`config.mk`:
```
export PLATFORM = sky130hd
export DESIGN_NAME = stopwatch_ctrl
export DESIGN_NICKNAME = d
export VERILOG_FILES = /design/src/rtl/stopwatch_ctrl.sv
export SDC_FILE = /design/constraint.sdc
export NUM_CORES = 1
export LEC_CHECK = 0
export CAP_MARGIN = 20
export CORE_MARGIN = 4
export CORE_UTILIZATION = 25
export CTS_BUF_LIST = sky130_fd_sc_hd__clkbuf_4 sky130_fd_sc_hd__clkbuf_8
export CTS_CLUSTER_SIZE = 16
export DETAILED_ROUTE_END_ITERATION = 16
export PLACE_DENSITY_LB_ADDON = 0.1
export SYNTH_ARGS = -nofsm -noshare
export SYNTH_HDL_FRONTEND = slang
export SYNTH_SLANG_ARGS = --single-unit
export TNS_END_PERCENT = 1
```
`constraint.sdc`:
```
create_clock -name clk_sc -period 4.3 [get_ports clk_sc]
set_clock_uncertainty 0.05 [all_clocks]
set_input_delay 0.86 -clock clk_sc [delete_from_list [all_inputs] [get_ports clk_sc]]
set_output_delay 0.86 -clock clk_sc [all_outputs]
set_load 0.02 [all_outputs]
```
`src/rtl/stopwatch_ctrl.sv`:
```
// Stopwatch sequencer: turns divider levels into one-cycle ticks, runs the
// IDLE/RUN/PAUSE/ADJUST FSM, keeps the BCD mm:ss count and drives digit scanning.
module stopwatch_ctrl #(
  parameter int MIN_MAX  = 59,   // decimal value of the last minute, at most 99
  parameter bit BLINK_EN = 1'b1
) (
  input  logic        clk_sc,
  input  logic        rst_n_sc,
  input  logic        clk_1hz_sc,
  input  logic        clk_2hz_sc,
  input  logic        clk_500hz_sc,
  input  logic        btn_pause_sc,
  input  logic        btn_reset_sc,
  input  logic        sw_adj_sc,
  input  logic        sw_sel_sc,
  output logic [3:0]  an_sc,
  output logic [3:0]  digit_sc,
  output logic [15:0] count_sc,
  output logic [1:0]  state_sc
);

  typedef enum logic [1:0] {
    IDLE   = 2'b00,
    RUN    = 2'b01,
    PAUSE  = 2'b10,
    ADJUST = 2'b11
  } state_t;

  localparam logic [7:0] MIN_LAST = {4'(MIN_MAX / 10), 4'(MIN_MAX % 10)};

  logic [4:0]  edge_in;
  logic [4:0]  edge_q;
  logic [4:0]  pulse_reg;
  logic        tick_1hz;
  logic        tick_2hz;
  logic        tick_500hz;
  logic        tick_pause;
  logic        tick_reset;

  state_t      state_reg;
  state_t      state_next;
  logic [15:0] count_reg;
  logic [15:0] count_next;
  logic        blink_reg;
  logic        blink_next;
  logic [1:0]  idx_reg;
  logic [1:0]  idx_next;
  logic [3:0]  an_reg;
  logic [3:0]  an_next;
  logic [3:0]  digit_reg;
  logic [3:0]  digit_next;
  logic [3:0]  scan_digit;
  logic        blank;

  assign edge_in = {btn_reset_sc, btn_pause_sc, clk_500hz_sc, clk_2hz_sc, clk_1hz_sc};

  // Registered rising-edge pulses, valid the cycle after the input rises
  always_ff @(posedge clk_sc or negedge rst_n_sc) begin
    if (!rst_n_sc) begin
      edge_q    <= '0;
      pulse_reg <= '0;
    end else begin
      edge_q    <= edge_in;
      pulse_reg <= edge_in & ~edge_q;
    end
  end

  assign tick_1hz   = pulse_reg[0];
  assign tick_2hz   = pulse_reg[1];
  assign tick_500hz = pulse_reg[2];
  assign tick_pause = pulse_reg[3];
  assign tick_reset = pulse_reg[4];

  function automatic logic [7:0] inc_sec(input logic [7:0] v);
    logic [7:0] r;
    if (v == 8'h59)
      r = 8'h00;
    else if (v[3:0] == 4'd9)
      r = {v[7:4] + 4'd1, 4'd0};
    else
      r = {v[7:4], v[3:0] + 4'd1};
    return r;
  endfunction

  function automatic logic [7:0] inc_min(input logic [7:0] v);
    logic [7:0] r;
    if (v == MIN_LAST)
      r = 8'h00;
    else if (v[3:0] == 4'd9)
      r = {v[7:4] + 4'd1, 4'd0};
    else
      r = {v[7:4], v[3:0] + 4'd1};
    return r;
  endfunction

  always_ff @(posedge clk_sc or negedge rst_n_sc) begin
    if (!rst_n_sc)
      state_reg <= IDLE;
    else
      state_reg <= state_next;
  end

  always_comb begin
    state_next = state_reg;
    if (tick_reset)
      state_next = IDLE;
    else if (sw_adj_sc)
      state_next = ADJUST;
    else if (state_reg == ADJUST)
      state_next = PAUSE;
    else if (tick_pause) begin
      case (state_reg)
        IDLE, PAUSE: state_next = RUN;
        RUN:         state_next = PAUSE;
        default:     state_next = state_reg;
      endcase
    end
  end

  always_comb begin
    count_next = count_reg;
    blink_next = blink_reg;
    idx_next   = idx_reg;
    an_next    = an_reg;
    digit_next = digit_reg;

    // Counting and adjusting both act on the registered state
    if (tick_reset)
      count_next = '0;
    else if (state_reg == RUN && tick_1hz) begin
      count_next[7:0] = inc_sec(count_reg[7:0]);
      if (count_reg[7:0] == 8'h59)
        count_next[15:8] = inc_min(count_reg[15:8]);
    end else if (state_reg == ADJUST && tick_2hz) begin
      if (sw_sel_sc)
        count_next[15:8] = inc_min(count_reg[15:8]);
      else
        count_next[7:0] = inc_sec(count_reg[7:0]);
    end

    if (state_next != ADJUST)
      blink_next = 1'b0;
    else if (state_reg == ADJUST && tick_2hz)
      blink_next = ~blink_reg;

    case (idx_reg)
      2'd0:    scan_digit = count_reg[3:0];
      2'd1:    scan_digit = count_reg[7:4];
      2'd2:    scan_digit = count_reg[11:8];
      default: scan_digit = count_reg[15:12];
    endcase

    // idx 2/3 are the minute digits, idx 0/1 the second digits
    blank = BLINK_EN && (state_reg == ADJUST) && blink_reg && (idx_reg[1] == sw_sel_sc);

    if (tick_500hz) begin
      idx_next   = idx_reg + 2'd1;
      an_next    = blank ? 4'b1111 : ~(4'b0001 << idx_reg);
      digit_next = scan_digit;
    end
  end

  always_ff @(posedge clk_sc or negedge rst_n_sc) begin
    if (!rst_n_sc) begin
      count_reg <= '0;
      blink_reg <= 1'b0;
      idx_reg   <= 2'd0;
      an_reg    <= 4'b1111;
      digit_reg <= 4'd0;
    end else begin
      count_reg <= count_next;
      blink_reg <= blink_next;
      idx_reg   <= idx_next;
      an_reg    <= an_next;
      digit_reg <= digit_next;
    end
  end

  assign an_sc    = an_reg;
  assign digit_sc = digit_reg;
  assign count_sc = count_reg;
  assign state_sc = state_reg;

endmodule

```
==> flow_summary.yaml, run 1 <==
layout:
  n_antenna_cell: 0
  layout_commonest_cell: "dfrtp_1"
  fin_nets: 236
  final_cell_mix: "dfrtp_1 (35), clkdlybuf4s50_1 (33), a21oi_1 (18), o21ai_0 (15), ha_1 (13)"
  largest_reg_flops: 16
  areaGrowthSynthToFinish_pct: 27.50
  final_layout_size_suffix_gt1_share_pct: 11.63
power_and_ir_drop:
  p_clk_share_pct: 29.9
  p_sw_w: 0.0002800
  switching_share_pct: 30.18
  seq_power_share_pct: 49.0
  p_leak_nw: 1.024
  ir_drop_uv: 135.7
  combinationalPowerShare_pct: 21.1
  power_density_nw_per_um2: 378.1
  p_int_w: 0.0006478
  p_total_w: 0.0009278
route:
  drtIter0Drc: 92
  avgViaCountPerCell: 4.592
  final_antenna_net_count: 0
  wl_per_cell_microns: 14.33
  drtPass1Iterations: 5
  drt_wl_total_microns: 4500
  via_count: 1442
  route.detailed.drc: 0
synth:
  async_flop_share_pct: 100.0
  synth_edf_count: 0
  ys_warn_count: 0
  ys_top_cells_by_area: "dfrtp_1 (46%), ha_1 (8.5%), dfstp_2 (5.5%), a21oi_1 (4.7%), o21ai_0 (3.9%)"
  synth_seq_cells: 39
  netlist_area_sq_um: 1924
  seq_area_frac_synth_pct: 50.98
  synth_top_family_by_area: "simple AND/OR/NAND/NOR gates"
  synth.area.mux_share_pct: 3.381
  netlist.area_leader.share_pct: 45.51
  synth_nets: 200
  synth-xor-area-share_pct: 1.365
  avgSynthCellArea_sq_um: 10.81
  yosys.cell_types.count: 41
  synthSimpleGateAreaFrac_pct: 18.01
  synth_compound_area_share_pct: 14.50
  synthCells: 178
  synth_ff_type: "dfrtp_1"
  synthAdderAreaFrac_pct: 8.453
  synth_top_area_cell: "dfrtp_1"
sta:
  worst_pin_slew_ns: 0.8711
  fin_setup_tns_ns: 0
  finalHoldViolCount: 0
  rsz0062_at_grt: "false"
  slew_headroom_pct: 41.93
  slew_viol_final: 0
  layout_setup_ws_ns: 1.933
  setup_viol: 0
  min_period_over_period_pct: 55.06
  timing.fmax_mhz: 422.4
  min_period_ns: 2.367
  whs_ns: 0.3443
floorplanning:
  initial_core_util_pct: 26.11
  die_width_microns: 95.74
  core-area_sq_um: 7370
  die_y_microns: 95.74
  rows: 31
  die_area_sq_um: 9165
  pin_count: 35
clock_tree:
  cts_tree: "done"
  postCtsHoldBufs: 0
  clk_latency_ns: 0.29
  clock-sinks: 39
  ctsResizeCount: 0
  clockBufferDepth: 2
  cts_buffers: 5
  cts-root-buf: "clkbuf_8"
  htree_levels: 2
  cts_setup_buffers: 0
  path_clk_slew_ns: 0.08
grt:
  track_usage_pct: 10.85
  antenna_found_initial: 0
  grt_pass1_wl_microns: 7562
  grt_overflow: 0
  first_global_vias: 1461
  grt_max_degree: 40
place:
  io_buffers: 34
  dp_slack_ns: 1.652
  hpwl_microns: 3228
  gp_congestion: 0.7375
min_path:
  worstHoldPathType: "reg2reg"
worst_setup_path:
  cp_cell_sequence: "clkdlybuf4s50_1"
  cp.buffers_inverters: 1
  cpPeakStageDelay_ns: 0.66
  path_class: "reg2out"
  cp.arrival_ns: 1.46
  crit_family: "buffers and inverters"
  start_kind: "register"
  crit_path_end_kind: "output pin"
  required_ns: 3.39
  cp_max_fo: 8
  cp_slowest_cell: "clkdlybuf4s50_1"
outcome:
  status: "finished clean"
run:
  maxCapViolCount: 0
==> power groups by stage <==
stage           logic, W  registers (W)  clock network, W
5_1_grt         0.000221       0.000463          0.000312
6_report        0.000196       0.000455          0.000278
3_5_place_dp    0.000200       0.000463                 0
2_1_floorplan  0.0000888       0.000480                 0
4_1_cts         0.000201       0.000456          0.000293
3_3_place_gp    0.000200       0.000464                 0
==> final cells by class <==
cell class | instances | area [sq um]
Clock inverter | 1 | 7.507
Inverter | 8 | 30.03
Multi-Input combinational cell | 126 | 879.6
Fill cell | 760 | 4916
Clock buffer | 7 | 96.34
Tap cell | 99 | 123.9
Sequential cell | 39 | 980.9
Timing Repair Buffer | 34 | 335.3
==> per-layer routing <==
| layer | routed length (microns) | GRT usage [%] | share of wire, % | vias to the layer above |
|---|---|---|---|---|
| met5 | 0 | 0 | 0 | - |
| met3 | 220 | 2.502 | 4.9 | 7 |
| li1 | - | - | - | 712 |
| met2 | 2056 | 17.08 | 46 | 39 |
| met1 | 2164 | 14.69 | 48 | 684 |
| met4 | 58 | 3.555 | 1.3 | 0 |
==> stage by stage <==
step | util (%) | instance area (sq um) | std cells
6_report | 33.29 | 2454 | 314
5_1_grt | 33.29 | 2454 | 314
4_1_cts | 33.29 | 2454 | 314
3_5_place_dp | 31.88 | 2350 | 306
3_3_place_gp | 31.88 | 2350 | 306
2_1_floorplan | - | 1924 | 178
==> cells in the mapped netlist (2+ instances only) <==
cell type / number
nor2b_1: 7
nand3_1: 5
buf_1: 2
dfrtp_1: 35
dfstp_2: 4
xor2_1: 2
ha_1: 13
nor3b_1: 2
buf_6: 2
or4_1: 4
mux2_2: 4
nor2_1: 12
nand2_1: 10
o21ai_0: 15
and3b_1: 4
a21oi_1: 18
a222oi_1: 4
inv_1: 8
or3_1: 4
mux2i_1: 2
==> cell families (layout without fill, tap and decap cells) <==
kind of cell	after synthesis	count (layout)
AO/OA/AOI/OAI	45	45
XOR/XNOR	3	3
adder cells (fa/ha/maj)	13	13
buffers and inverters	13	50
flip-flops	39	39
multiplexers	6	6
AND/OR/NAND/NOR	59	59
==> path summary, 6_finish.rpt <==
path                             start      endpoint  slack, ns  depth (start not counted)
setup / recovery           count_sc[8]   count_sc[8]       1.93                          1
hold / removal               edge_q[4]  pulse_reg[4]       0.34                          1
setup reg to reg           count_sc[1]  count_sc[13]       2.20                          6
hold reg to reg              edge_q[4]  pulse_reg[4]       0.34                          1
max in group asynchronous     rst_n_sc   count_sc[7]       3.03                          1
min in group asynchronous     rst_n_sc   count_sc[1]       0.63                          1
(Power assumes the default switching activity.)
==> inputs of run 2 (changes only) <==
clock period = 2.07 ns   (was 4.3 ns; I/O delays follow)
==> flow_summary.yaml, run 2 (same netlist as run 1, synthesis figures left out) <==
clock_tree:
  cts_tree: "done"
  cts_setup_buffers: 0
  path_clk_slew_ns: 0.08
  htree_levels: 2
  ctsResizeCount: 0
  cts-root-buf: "clkbuf_8"
  clk_latency_ns: 0.29
  clock-sinks: 39
  clockBufferDepth: 2
  cts_buffers: 5
  postCtsHoldBufs: 0
worst_setup_path:
  cp.arrival_ns: 1.44
  cp_max_fo: 8
  crit_path_end_kind: "output pin"
  crit_family: "buffers and inverters"
  cpPeakStageDelay_ns: 0.66
  start_kind: "register"
  required_ns: 1.61
  cp_slowest_cell: "clkdlybuf4s50_1"
  cp_cell_sequence: "clkdlybuf4s50_1"
  path_class: "reg2out"
  cp.buffers_inverters: 1
power_and_ir_drop:
  seq_power_share_pct: 47.6
  p_clk_share_pct: 29.9
  p_int_w: 0.001361
  p_sw_w: 0.0005961
  ir_drop_uv: 236.7
  combinationalPowerShare_pct: 22.5
  p_leak_nw: 1.095
  switching_share_pct: 30.46
  power_density_nw_per_um2: 764.9
grt:
  grt_max_degree: 40
  grt_pass1_wl_microns: 7797
  grt_overflow: 0
  first_global_vias: 1511
  track_usage_pct: 11.05
  antenna_found_initial: 0
floorplanning:
  die_width_microns: 95.74
  rows: 31
  die_y_microns: 95.74
  die_area_sq_um: 9165
  initial_core_util_pct: 26.11
  core-area_sq_um: 7370
  pin_count: 35
layout:
  final_cell_mix: "dfrtp_1 (35), clkdlybuf4s50_1 (33), a21oi_1 (18), o21ai_0 (15), buf_4 (14)"
  final_layout_size_suffix_gt1_share_pct: 17.03
  fillCellCount: 739
  areaGrowthSynthToFinish_pct: 32.96
  largest_reg_flops: 16
  fin_nets: 250
  seqCellArea_sq_um: 980.9
  layout_commonest_cell: "dfrtp_1"
  n_antenna_cell: 0
  multi_input_area_sq_um: 879.6
route:
  met1_length_microns: 2215
  final_antenna_net_count: 0
  drtIter0Drc: 83
  route.detailed.drc: 0
  drt_wl_total_microns: 4646
  avgViaCountPerCell: 4.695
  drtPass1Iterations: 4
  maxUsedRoutingLayer: "met4"
  wl_met3_microns: 187
  via_count: 1540
  met2_wirelength_microns: 2206
  wl_per_cell_microns: 14.16
sta:
  min_period_over_period_pct: 92.09
  layout_setup_ws_ns: 0.1637
  setup_viol: 0
  slew_headroom_pct: 52.62
  slew_viol_final: 0
  finalHoldViolCount: 0
  fin_setup_tns_ns: 0
  min_period_ns: 1.906
  timing.fmax_mhz: 524.6
  worst_pin_slew_ns: 0.7107
  rsz0062_at_grt: "false"
place:
  gp_congestion: 0.7618
  hpwl_microns: 3354
  io_buffers: 34
  dp_slack_ns: 0.04620
run:
  maxCapViolCount: 0
outcome:
  status: "finished clean"
min_path:
  worstHoldPathType: "in2async"
run 2: changes by cell type in the layout (fill, tap and decap cells not counted):
cell,previous run,this run
buf_4,0,14
run 2: worst paths after layout:
path,start,to,slack [ns],cells after the start
min in group clk_sc,edge_q[1],pulse_reg[1],0.34,1
max in group asynchronous,rst_n_sc,an_sc[0],1.47,2
worst min-delay path,rst_n_sc,count_sc[9],0.13,2
worst max-delay path,count_sc[10],count_sc[10],0.16,1
worst min register to register,edge_q[1],pulse_reg[1],0.34,1
worst max register to register,count_sc[1],count_sc[13],0.17,6
run 2: layer usage:
layer | up-vias | GRT usage, %
met4 | 0 | 2.844
met1 | 760 | 15.14
met5 | - | 0
li1 | 742 | -
met2 | 34 | 17.43
met3 | 4 | 2.737
run 2: cell type report:
type,count,area share [%]
clock buffers,7,3.765
clock inverters,1,0.2934
flip-flops and latches,39,38.34
inverters,8,1.174
well taps,99,4.841
multi-input cells,126,34.38
repair buffers,48,17.21
run 2: power groups by stage:
stage                     Combinational (W)  Sequential (W)  Clock (W)
final                              0.000440        0.000932   0.000584
after global routing               0.000492        0.000945   0.000647
after CTS                          0.000450        0.000935   0.000613
after detailed placement           0.000449        0.000949          0
after global placement             0.000447        0.000950          0
after floorplan                    0.000185        0.000996          0
run 2: metrics by stage:
step           cells  hold WS (ns)  util [%]  total power (W)  instance area [sq um]
3_5_place_dp     320        0.3357     33.31         0.001398                   2455
2_1_floorplan    178       0.06841         -         0.001181                   1924
6_report         328        0.1348     34.72         0.001957                   2559
5_1_grt          328        0.1772     34.72         0.002084                   2559
4_1_cts          328        0.1494     34.72         0.001998                   2559
3_3_place_gp     320        0.3322     33.31         0.001397                   2455
